`src/rtl/reg_wb_arbiter_pkg.sv`:
```
// Shared types and constants for the register-file writeback arbiter.
// Covers register id/data widths, the writeback entry layout and the round-robin state.
package reg_wb_arbiter_pkg;

    localparam int REG_AW = 5;
    localparam int REG_DW = 32;

    localparam logic [REG_AW-1:0] REG_ZERO = 5'd0;

    typedef struct packed {
        logic [REG_AW-1:0] id;
        logic [REG_DW-1:0] data;
    } wb_entry_t;

    typedef enum logic {
        RR_REQ0 = 1'b0,
        RR_REQ1 = 1'b1
    } rr_sel_t;

endpackage

```
`src/rtl/wb_fifo.sv`:
```
// Small power-of-two FIFO for writeback entries. It also exposes per-slot
// valid flags and ids so the owner can match pending destinations.
module wb_fifo #(
    parameter int DEPTH = 2,
    parameter int EW    = 37,
    parameter int IW    = 5
) (
    input  logic                      clk,
    input  logic                      rst,
    input  logic                      push,
    input  logic [EW-1:0]             push_entry,
    input  logic                      pop,
    output logic [EW-1:0]             head,
    output logic                      full,
    output logic                      empty,
    output logic [DEPTH-1:0]          ent_valid,
    output logic [DEPTH-1:0][IW-1:0]  ent_id
);

    localparam int LW = $clog2(DEPTH);
    localparam int PW = LW + 1;

    logic [PW-1:0] wr_ptr;
    logic [PW-1:0] rd_ptr;
    logic [PW-1:0] count;
    logic [EW-1:0] mem [DEPTH];
    logic          do_push;
    logic          do_pop;
    logic [LW-1:0] offset;

    // The extra pointer bit separates full (only MSB differs) from empty (equal).
    assign full    = (wr_ptr[LW-1:0] == rd_ptr[LW-1:0]) && (wr_ptr[LW] != rd_ptr[LW]);
    assign empty   = (wr_ptr == rd_ptr);
    assign count   = wr_ptr - rd_ptr;
    assign do_push = push && !full;
    assign do_pop  = pop && !empty;
    assign head    = mem[rd_ptr[LW-1:0]];

    // NOTE: sequential state uses non-blocking assignments so every flop samples pre-edge values.
    always_ff @(posedge clk) begin
        if (rst) begin
            wr_ptr <= '0;
            rd_ptr <= '0;
        end else begin
            if (do_push) wr_ptr <= wr_ptr + PW'(1);
            if (do_pop)  rd_ptr <= rd_ptr + PW'(1);
        end
    end

    // NOTE: storage is not reset; the pointers alone decide which slots hold live data.
    always_ff @(posedge clk) begin
        if (do_push) mem[wr_ptr[LW-1:0]] <= push_entry;
    end

    // NOTE: every output of this block gets a default first, so no latch can be inferred.
    always_comb begin
        ent_valid = '0;
        ent_id    = '0;
        offset    = '0;
        for (int i = 0; i < DEPTH; i++) begin
            offset       = LW'(i) - rd_ptr[LW-1:0];
            ent_valid[i] = ({1'b0, offset} < count);
            ent_id[i]    = mem[i][EW-1 -: IW];
        end
    end

endmodule

```
`src/rtl/reg_wb_arbiter.sv`:
```
// Round-robin arbiter sharing the register-file write port between the ALU
// and load/multiply writeback paths, with per-read-port pending-write detection.
module reg_wb_arbiter
    import reg_wb_arbiter_pkg::*;
#(
    parameter int DEPTH = 2,
    parameter int AW    = REG_AW,
    parameter int DW    = REG_DW
) (
    input  logic          reg_wb_arb_clk,
    input  logic          reg_wb_arb_rst,
    input  logic          req0_valid,
    input  logic [AW-1:0] req0_id,
    input  logic [DW-1:0] req0_data,
    output logic          req0_ready,
    input  logic          req1_valid,
    input  logic [AW-1:0] req1_id,
    input  logic [DW-1:0] req1_data,
    output logic          req1_ready,
    output logic          wr_sig,
    output logic [AW-1:0] wr_id,
    output logic [DW-1:0] wr_data,
    input  logic [AW-1:0] rd_id1,
    input  logic [AW-1:0] rd_id2,
    output logic          rd_busy1,
    output logic          rd_busy2,
    output logic          idle
);

    localparam int EW = AW + DW;

    logic                     push0, push1;
    logic                     pop0, pop1;
    logic [EW-1:0]            head0, head1;
    logic                     full0, full1;
    logic                     empty0, empty1;
    logic [DEPTH-1:0]         ent_valid0, ent_valid1;
    logic [DEPTH-1:0][AW-1:0] ent_id0, ent_id1;
    logic [EW-1:0]            win_entry;
    logic [AW-1:0]            win_id;
    logic [DW-1:0]            win_data;
    rr_sel_t                  rr_q, rr_d;

    // Ready comes from pre-edge fullness, so a full FIFO refuses even while popping.
    assign req0_ready = !full0;
    assign req1_ready = !full1;
    assign push0      = req0_valid && req0_ready;
    assign push1      = req1_valid && req1_ready;

    wb_fifo #(
        .DEPTH (DEPTH),
        .EW    (EW),
        .IW    (AW)
    ) u_fifo0 (
        .clk        (reg_wb_arb_clk),
        .rst        (reg_wb_arb_rst),
        .push       (push0),
        .push_entry ({req0_id, req0_data}),
        .pop        (pop0),
        .head       (head0),
        .full       (full0),
        .empty      (empty0),
        .ent_valid  (ent_valid0),
        .ent_id     (ent_id0)
    );

    wb_fifo #(
        .DEPTH (DEPTH),
        .EW    (EW),
        .IW    (AW)
    ) u_fifo1 (
        .clk        (reg_wb_arb_clk),
        .rst        (reg_wb_arb_rst),
        .push       (push1),
        .push_entry ({req1_id, req1_data}),
        .pop        (pop1),
        .head       (head1),
        .full       (full1),
        .empty      (empty1),
        .ent_valid  (ent_valid1),
        .ent_id     (ent_id1)
    );

    always_ff @(posedge reg_wb_arb_clk) begin
        if (reg_wb_arb_rst) rr_q <= RR_REQ0;
        else                rr_q <= rr_d;
    end

    // The pointer only advances when both FIFOs contend for the write port.
    always_comb begin
        pop0 = 1'b0;
        pop1 = 1'b0;
        rr_d = rr_q;
        if (!empty0 && !empty1) begin
            if (rr_q == RR_REQ0) begin
                pop0 = 1'b1;
                rr_d = RR_REQ1;
            end else begin
                pop1 = 1'b1;
                rr_d = RR_REQ0;
            end
        end else if (!empty0) begin
            pop0 = 1'b1;
        end else if (!empty1) begin
            pop1 = 1'b1;
        end
    end

    assign win_entry = pop1 ? head1 : head0;
    assign win_id    = win_entry[EW-1:DW];
    assign win_data  = win_entry[DW-1:0];

    // Register 0 is hard-wired zero, so its entries are consumed without a strobe.
    always_ff @(posedge reg_wb_arb_clk) begin
        if (reg_wb_arb_rst) begin
            wr_sig  <= 1'b0;
            wr_id   <= '0;
            wr_data <= '0;
        end else if (pop0 || pop1) begin
            wr_sig  <= (win_id != AW'(REG_ZERO));
            wr_id   <= win_id;
            wr_data <= win_data;
        end else begin
            wr_sig  <= 1'b0;
        end
    end

    always_comb begin
        rd_busy1 = 1'b0;
        rd_busy2 = 1'b0;
        for (int i = 0; i < DEPTH; i++) begin
            if (ent_valid0[i] && (ent_id0[i] == rd_id1)) rd_busy1 = 1'b1;
            if (ent_valid0[i] && (ent_id0[i] == rd_id2)) rd_busy2 = 1'b1;
            if (ent_valid1[i] && (ent_id1[i] == rd_id1)) rd_busy1 = 1'b1;
            if (ent_valid1[i] && (ent_id1[i] == rd_id2)) rd_busy2 = 1'b1;
        end
        if (wr_sig && (wr_id == rd_id1)) rd_busy1 = 1'b1;
        if (wr_sig && (wr_id == rd_id2)) rd_busy2 = 1'b1;
        if (rd_id1 == AW'(REG_ZERO)) rd_busy1 = 1'b0;
        if (rd_id2 == AW'(REG_ZERO)) rd_busy2 = 1'b0;
    end

    assign idle = empty0 && empty1 && !wr_sig;

endmodule

```
`config.mk`:
```
export PLATFORM = sky130hd
export DESIGN_NAME = reg_wb_arbiter
export DESIGN_NICKNAME = d
export VERILOG_FILES = /design/src/rtl/reg_wb_arbiter_pkg.sv /design/src/rtl/wb_fifo.sv /design/src/rtl/reg_wb_arbiter.sv
export SDC_FILE = /design/constraint.sdc
export NUM_CORES = 1
export LEC_CHECK = 0
export ABC_AREA = 1
export BUFFER_PORTS_ARGS = -buffer_cell sky130_fd_sc_hd__buf_2
export CORE_ASPECT_RATIO = 1.4
export CORE_MARGIN = 5
export CORE_UTILIZATION = 50
export DETAILED_ROUTE_END_ITERATION = 10
export PLACE_DENSITY = 0.8
export SETUP_SLACK_MARGIN = 0.4
export SLEW_MARGIN = 20
export SYNTH_ARGS = -nofsm -noshare
export SYNTH_HDL_FRONTEND = slang
export SYNTH_SLANG_ARGS = --single-unit
```
`constraint.sdc`:
```
create_clock -name reg_wb_arb_clk -period 5.65 [get_ports reg_wb_arb_clk]
set_input_delay 1.13 -clock reg_wb_arb_clk [delete_from_list [all_inputs] [get_ports reg_wb_arb_clk]]
set_output_delay 1.13 -clock reg_wb_arb_clk [all_outputs]
set_load 0.02 [all_outputs]
```
==> results.yml, run 1 <==
run_status:
  status: "finished clean"
yosys:
  synth_xor_area_share_pct: 1.29
  synth_area_leaders: "edfxtp_1 (55%), dfxtp_1 (12%), nand2_1 (4.8%)"
  yosysWarnings: 0
  synth_compound_area_share_pct: 9.02
  yosysTopAreaCell: "edfxtp_1"
  synth_seq_cells: 197
  synthArstFlopShare_pct: 0
  post-synth-top-count-cell: "edfxtp_1"
  ys_seq_area_share_pct: 66.8
  synth_top_area_share_pct: 54.7
  synth_mux_area_share_pct: 8.51
  syn_avg_cell_area_um2: 12.2
  synth_top_family_by_area: "simple AND/OR/NAND/NOR gates"
  synth-simple-area-share_pct: 9.03
  synthFlopType: "edfxtp_1"
  syn-cell-area_um2: 8120
  syn_nets: 762
  synthTopCellsByCount: "edfxtp_1 (148), nand2_1 (104), o21ai_0 (53), dfxtp_1 (49), inv_1 (44)"
  synth-edff-count: 148
  synthAdderAreaFrac_pct: 0.925
  synth_cells: 668
  synth.distinct_cells: 29
place:
  hpwl_mm: 13.2
  finalWeightedCongestion: 0.956
  place_ws_ns: 2.33
  placed_cells: 975
  placed_cell_area_um2: 8930
  port_buffers: 130
grt:
  grt_usage_pct: 20.4
  overflow: 0
  grt_pass1_wl_mm: 29.7
  grt_pass1_vias: 5557
  antenna_found_initial: 2
  grt_max_degree: 43
clocking:
  cts_hold_buf: 0
  postCtsSetupRepairBufs: 0
  cts-root-buf: "clkbuf_16"
  htree_levels: 4
  clk_pin_slew_worst_paths_ns: 0.07
  clk_latency_ns: 0.42
  cts_tree: "done"
  ctsResizeCount: 0
  numCtsBuffers: 17
  clkSinkCount: 197
  cts_buffer_depth: 2
flow_run:
  cap_viol_max_count: 0
power:
  leakage_nw: 3.73
  power_mw: 4.66
  intPower_mw: 2.96
  clkPwrFrac_pct: 24.1
  ir_drop_mv: 0.284
  swShare_pct: 36.5
  power_per_cell_area_nw_per_um2: 491
  p_seq_share_pct: 43.4
  switching_power_mw: 1.70
  comb_power_share_pct: 32.5
critical_path:
  crit_arrival_ns: 2.33
  reg2reg_to: "wr_id[0]"
  worst-r2r-setup-slack_ns: 3.16
  critical_path.max_fanout: 3
  worst_setup_path_end_kind: "primary output"
  crit_required_ns: 4.52
  ff2ff_path_depth: 10
  start_kind: "flop"
  critical_path_class: "flop to primary output"
  r2r-start: "u_fifo1.rd_ptr[0]"
floorplan:
  die_y_um: 161
  dieArea_um2: 18900
  start_util_pct: 50.6
  ios: 131
  rows: 55
  die_x_um: 118
  core-area_um2: 16000
sta:
  clock.fmax_mhz: 289
  skew_ns: 0.0131
  final-max-slew-violation-count: 0
  slew_headroom_pct: 29.4
  finalCritPeriodShare_pct: 61.2
  worst_slew_pin_slew_ns: 1.06
  rsz0062_at_grt: "no"
  setup_tns_ns: 0
  hold_slack_ns: 0.448
  fin_ws_ns: 2.19
  setup_viol: 0
  hold_viol: 0
  fin_crit_ns: 3.46
hold_path:
  holdPathEnd: "wr_data[28]"
  worstHoldStart: "wr_data[28]"
  min_path_type: "flop to flop"
  whs_path_depth: 2
layout:
  layoutNonFillerInstCount: 1009
  drive_above_1_share_pct: 27.0
  fin_area_um2: 9490
  fin_nets: 889
  areaGrowthSynthToFinish_pct: 16.9
  post-route-util_pct: 59.2
  nFillCells: 1319
route:
  vias: 5496
  drtPass1Iterations: 5
  wire_per_inst_um: 19.2
  drtIter0Drc: 303
  postRouteAntennaNets: 0
  drc: 0
  drt_wl_total_mm: 19.4
  viasPerCell: 5.45
## final cells by class
type / instances / area, um2 / area share [%]
Antenna cell: 2 / 5.00 / 0.0527
Tap cell: 199 / 249 / 2.62
Inverter: 48 / 180 / 1.90
Multi-Input combinational cell: 394 / 2370 / 24.9
Clock inverter: 13 / 116 / 1.23
Clock buffer: 19 / 443 / 4.67
Sequential cell: 197 / 5430 / 57.2
Timing Repair Buffer: 137 / 703 / 7.41
## placed cells by master, fill, tap and decap left out, types with 4 or more instances in the layout
master / instances
o21ai_0: 53
inv_2: 4
inv_1: 44
xor2_1: 10
o22ai_1: 27
a21oi_1: 42
nor2_1: 34
buf_4: 7
nand3_1: 16
buf_2: 130
mux2i_1: 33
nor3_1: 10
nor2_4: 7
mux2_2: 32
ha_1: 6
clkbuf_16: 17
dfxtp_1: 47
edfxtp_1: 148
inv_6: 4
nand2_1: 104
o21ai_1: 11
## how the worst max path moves through the flow
| stage | start | end | slack [ns] | cells past startpoint |
|---|---|---|---|---|
| global route | u_fifo0.wr_ptr[0] | rd_busy2 | 1.99 | 11 |
| floorplan | req0_valid | u_fifo0.wr_ptr[1] | 2.25 | 5 |
| finish | u_fifo0.wr_ptr[0] | rd_busy2 | 2.19 | 11 |
| CTS | u_fifo0.wr_ptr[0] | rd_busy2 | 2.18 | 11 |
| global placement | rd_id2[1] | rd_busy2 | 2.31 | 9 |
| detailed placement | rd_id2[1] | rd_busy2 | 2.33 | 10 |
## kinds of logic (layout without fill, tap and decap cells)
family | count (synthesis) | after routing
AO/OA/AOI/OAI | 136 | 136
AND/OR/NAND/NOR | 175 | 175
buffers and inverters | 77 | 217
adder cells (fa/ha/maj) | 6 | 6
multiplexers | 65 | 65
other | 0 | 2
XOR/XNOR | 12 | 12
flip-flops | 197 | 197
## per-layer routing
| metal | share of wire (%) | global-route usage, % | vias to the layer above | wire (um) |
|---|---|---|---|---|
| met1 | 38 | 22.2 | 2664 | 7330 |
| met4 | 4.2 | 11.0 | 0 | 806 |
| met5 | 0 | 0 | - | 0 |
| met2 | 54 | 37.2 | 169 | 10500 |
| li1 | - | - | 2625 | - |
| met3 | 4.1 | 3.70 | 38 | 802 |
## flip-flops by register name, summed over array words and instances (netlist names), named ones only
signal and count:
rr_q 1, u_fifo0.mem 74, u_fifo0.rd_ptr 2, u_fifo0.wr_ptr 2, u_fifo1.mem 74, u_fifo1.rd_ptr 2, u_fifo1.wr_ptr 2, wr_data 32
wr_id 5, wr_sig 1
## critical path: stages (launching register included)
cell	delay [ns]
dfxtp_1	0.40
inv_1	0.12
ha_1	0.19
inv_1	0.05
ha_1	0.21
nor2_1	0.33
nor3_1	0.12
nand3_1	0.10
nand3_1	0.08
nor2_1	0.10
nor2_1	0.05
buf_2	0.16
## power by group through the flow
stage	combinational (mW)	sequential [mW]	clock (mW)
6_report	1.52	2.02	1.12
4_1_cts	1.54	2.02	1.14
5_1_grt	1.67	2.05	1.21
3_5_place_dp	1.53	2.05	0
2_1_floorplan	1.01	2.11	0
3_3_place_gp	1.51	2.04	0
Power figures use the tool's default switching activity.
==> run 2, diff against run 1 <==
Settings changed: PLACE_DENSITY 0.8 to 0.83.
Clock period 5.65 ns to 2.9 ns, I/O delays scaled along.
==> results.yml, run 2 (same netlist as run 1, synthesis figures left out) <==
run_status:
  status: "finished clean"
grt:
  grt_usage_pct: 21.1
  antenna_found_initial: 2
  overflow: 0
  grt_pass1_vias: 5900
  grt_pass1_wl_mm: 31.3
  grt_max_degree: 38
critical_path:
  worst-r2r-setup-slack_ns: 0.61
  critical_path.max_fanout: 3
  worst_setup_path_end_kind: "primary output"
  critical_path_class: "flop to primary output"
  r2r-start: "u_fifo1.wr_ptr[0]"
  crit_required_ns: 2.32
  reg2reg_to: "wr_data[7]"
  crit_arrival_ns: 1.94
  ff2ff_path_depth: 10
  start_kind: "flop"
place:
  finalWeightedCongestion: 0.978
  placed_cells: 983
  place_ws_ns: 0.473
  placed_cell_area_um2: 9070
  hpwl_mm: 13.8
  port_buffers: 130
route:
  drt_wl_total_mm: 20.1
  vias: 5605
  postRouteAntennaNets: 0
  drc: 0
  drtPass1Iterations: 5
  viasPerCell: 5.44
  wire_per_inst_um: 19.5
  drtIter0Drc: 343
sta:
  slew_headroom_pct: 58.4
  clock.fmax_mhz: 396
  rsz0062_at_grt: "yes"
  skew_ns: 0.0167
  hold_viol: 0
  final-max-slew-violation-count: 0
  fin_ws_ns: 0.377
  setup_viol: 0
  setup_tns_ns: 0
  worst_slew_pin_slew_ns: 0.622
  fin_crit_ns: 2.52
  finalCritPeriodShare_pct: 87.0
power:
  leakage_nw: 3.91
  ir_drop_mv: 0.546
  power_per_cell_area_nw_per_um2: 974
clocking:
  cts_buffer_depth: 2
  cts_hold_buf: 0
  cts_tree: "done"
  clkSinkCount: 197
  clk_pin_slew_worst_paths_ns: 0.08
  numCtsBuffers: 17
  htree_levels: 4
  cts-root-buf: "clkbuf_16"
  clk_latency_ns: 0.42
floorplan:
  die_x_um: 118
  ios: 131
  core-area_um2: 16000
  dieArea_um2: 18900
  start_util_pct: 50.6
  rows: 55
  die_y_um: 161
layout:
  drive_above_1_share_pct: 32.4
  fin_nets: 910
  areaGrowthSynthToFinish_pct: 22.5
  fin_area_um2: 9940
  mostFrequentLayoutCells: "edfxtp_1 (148), buf_2 (127), nand2_1 (100), o21ai_0 (53), a21oi_1 (42)"
  layoutNonFillerInstCount: 1030
  layout_commonest_cell: "edfxtp_1"
hold_path:
  whs_path_depth: 1
  worstHoldStart: "req1_id[3]"
  holdPathEnd: "u_fifo1.mem[1][35]"
  min_path_type: "primary input to flop"
flow_run:
  cap_viol_max_count: 0
-- run 2: layout make-up --
cell class                 count  area (um2)
clock inverter                13         168
tap                          199         249
timing repair buffer         158         960
clock buffer                  19         433
inverter                      48         185
sequential                   197        5440
antenna                        2        5.00
fill                        1234        6090
multi-input combinational    394        2500
-- run 2: how the worst max path moves through the flow --
stage,startpoint,end,slack (ns),cells after the start
CTS,u_fifo1.rd_ptr[1],rd_busy1,0.33,12
detailed placement,rd_id2[4],rd_busy2,0.47,9
global route,u_fifo0.wr_ptr[1],rd_busy2,0.26,12
global placement,rd_id2[4],rd_busy2,0.44,9
floorplan,u_fifo1.rd_ptr[0],u_fifo1.wr_ptr[1],0.37,8
finish,u_fifo0.wr_ptr[1],rd_busy1,0.38,12
-- run 2: per-layer routing --
layer / vias to the layer above / share of wire, % / global-route usage (%)
met5: - / 0 / 0
met3: 40 / 4.0 / 4.16
li1: 2679 / - / -
met1: 2722 / 38 / 23.6
met2: 164 / 55 / 37.8
met4: 0 / 3.4 / 10.7
-- run 2: power breakdown --
part | internal (mW) | total, mW | leakage (nW) | switching, mW
sequential | 3.61 | 3.95 | 1.79 | 0.336
combinational | 1.28 | 3.38 | 1.83 | 2.09
clock | 1.31 | 2.36 | 0.283 | 1.05
-- run 2: what timing repair did --
| action | CTS | global route |
|---|---|---|
| endpoints found under the setup margin | 3 | 3 |
| pin swaps | 20 | 3 |
| gates resized for setup | 44 | 4 |
| setup buffers | 12 | 1 |
-- run 2: worst max-delay path, stage by stage, from the launching register on --
cell and delay, ns:
dfxtp_2 0.38, inv_2 0.07, nand2_4 0.08, nand2_4 0.05, inv_1 0.09, ha_4 0.21
nor2_4 0.12, nor3_2 0.05, nand3_1 0.08, nand2_1 0.06, nor2_1 0.11, nor2_1 0.06
buf_4 0.16
-- run 2: metrics by stage --
step	util, %	hold slack (ns)	power [mW]
CTS	61.8	0.327	9.66
finish	62.0	0.342	9.69
global placement	56.6	0.433	7.04
global route	62.0	0.322	10.2
floorplan	-	0.443	6.08
detailed placement	56.6	0.434	7.12
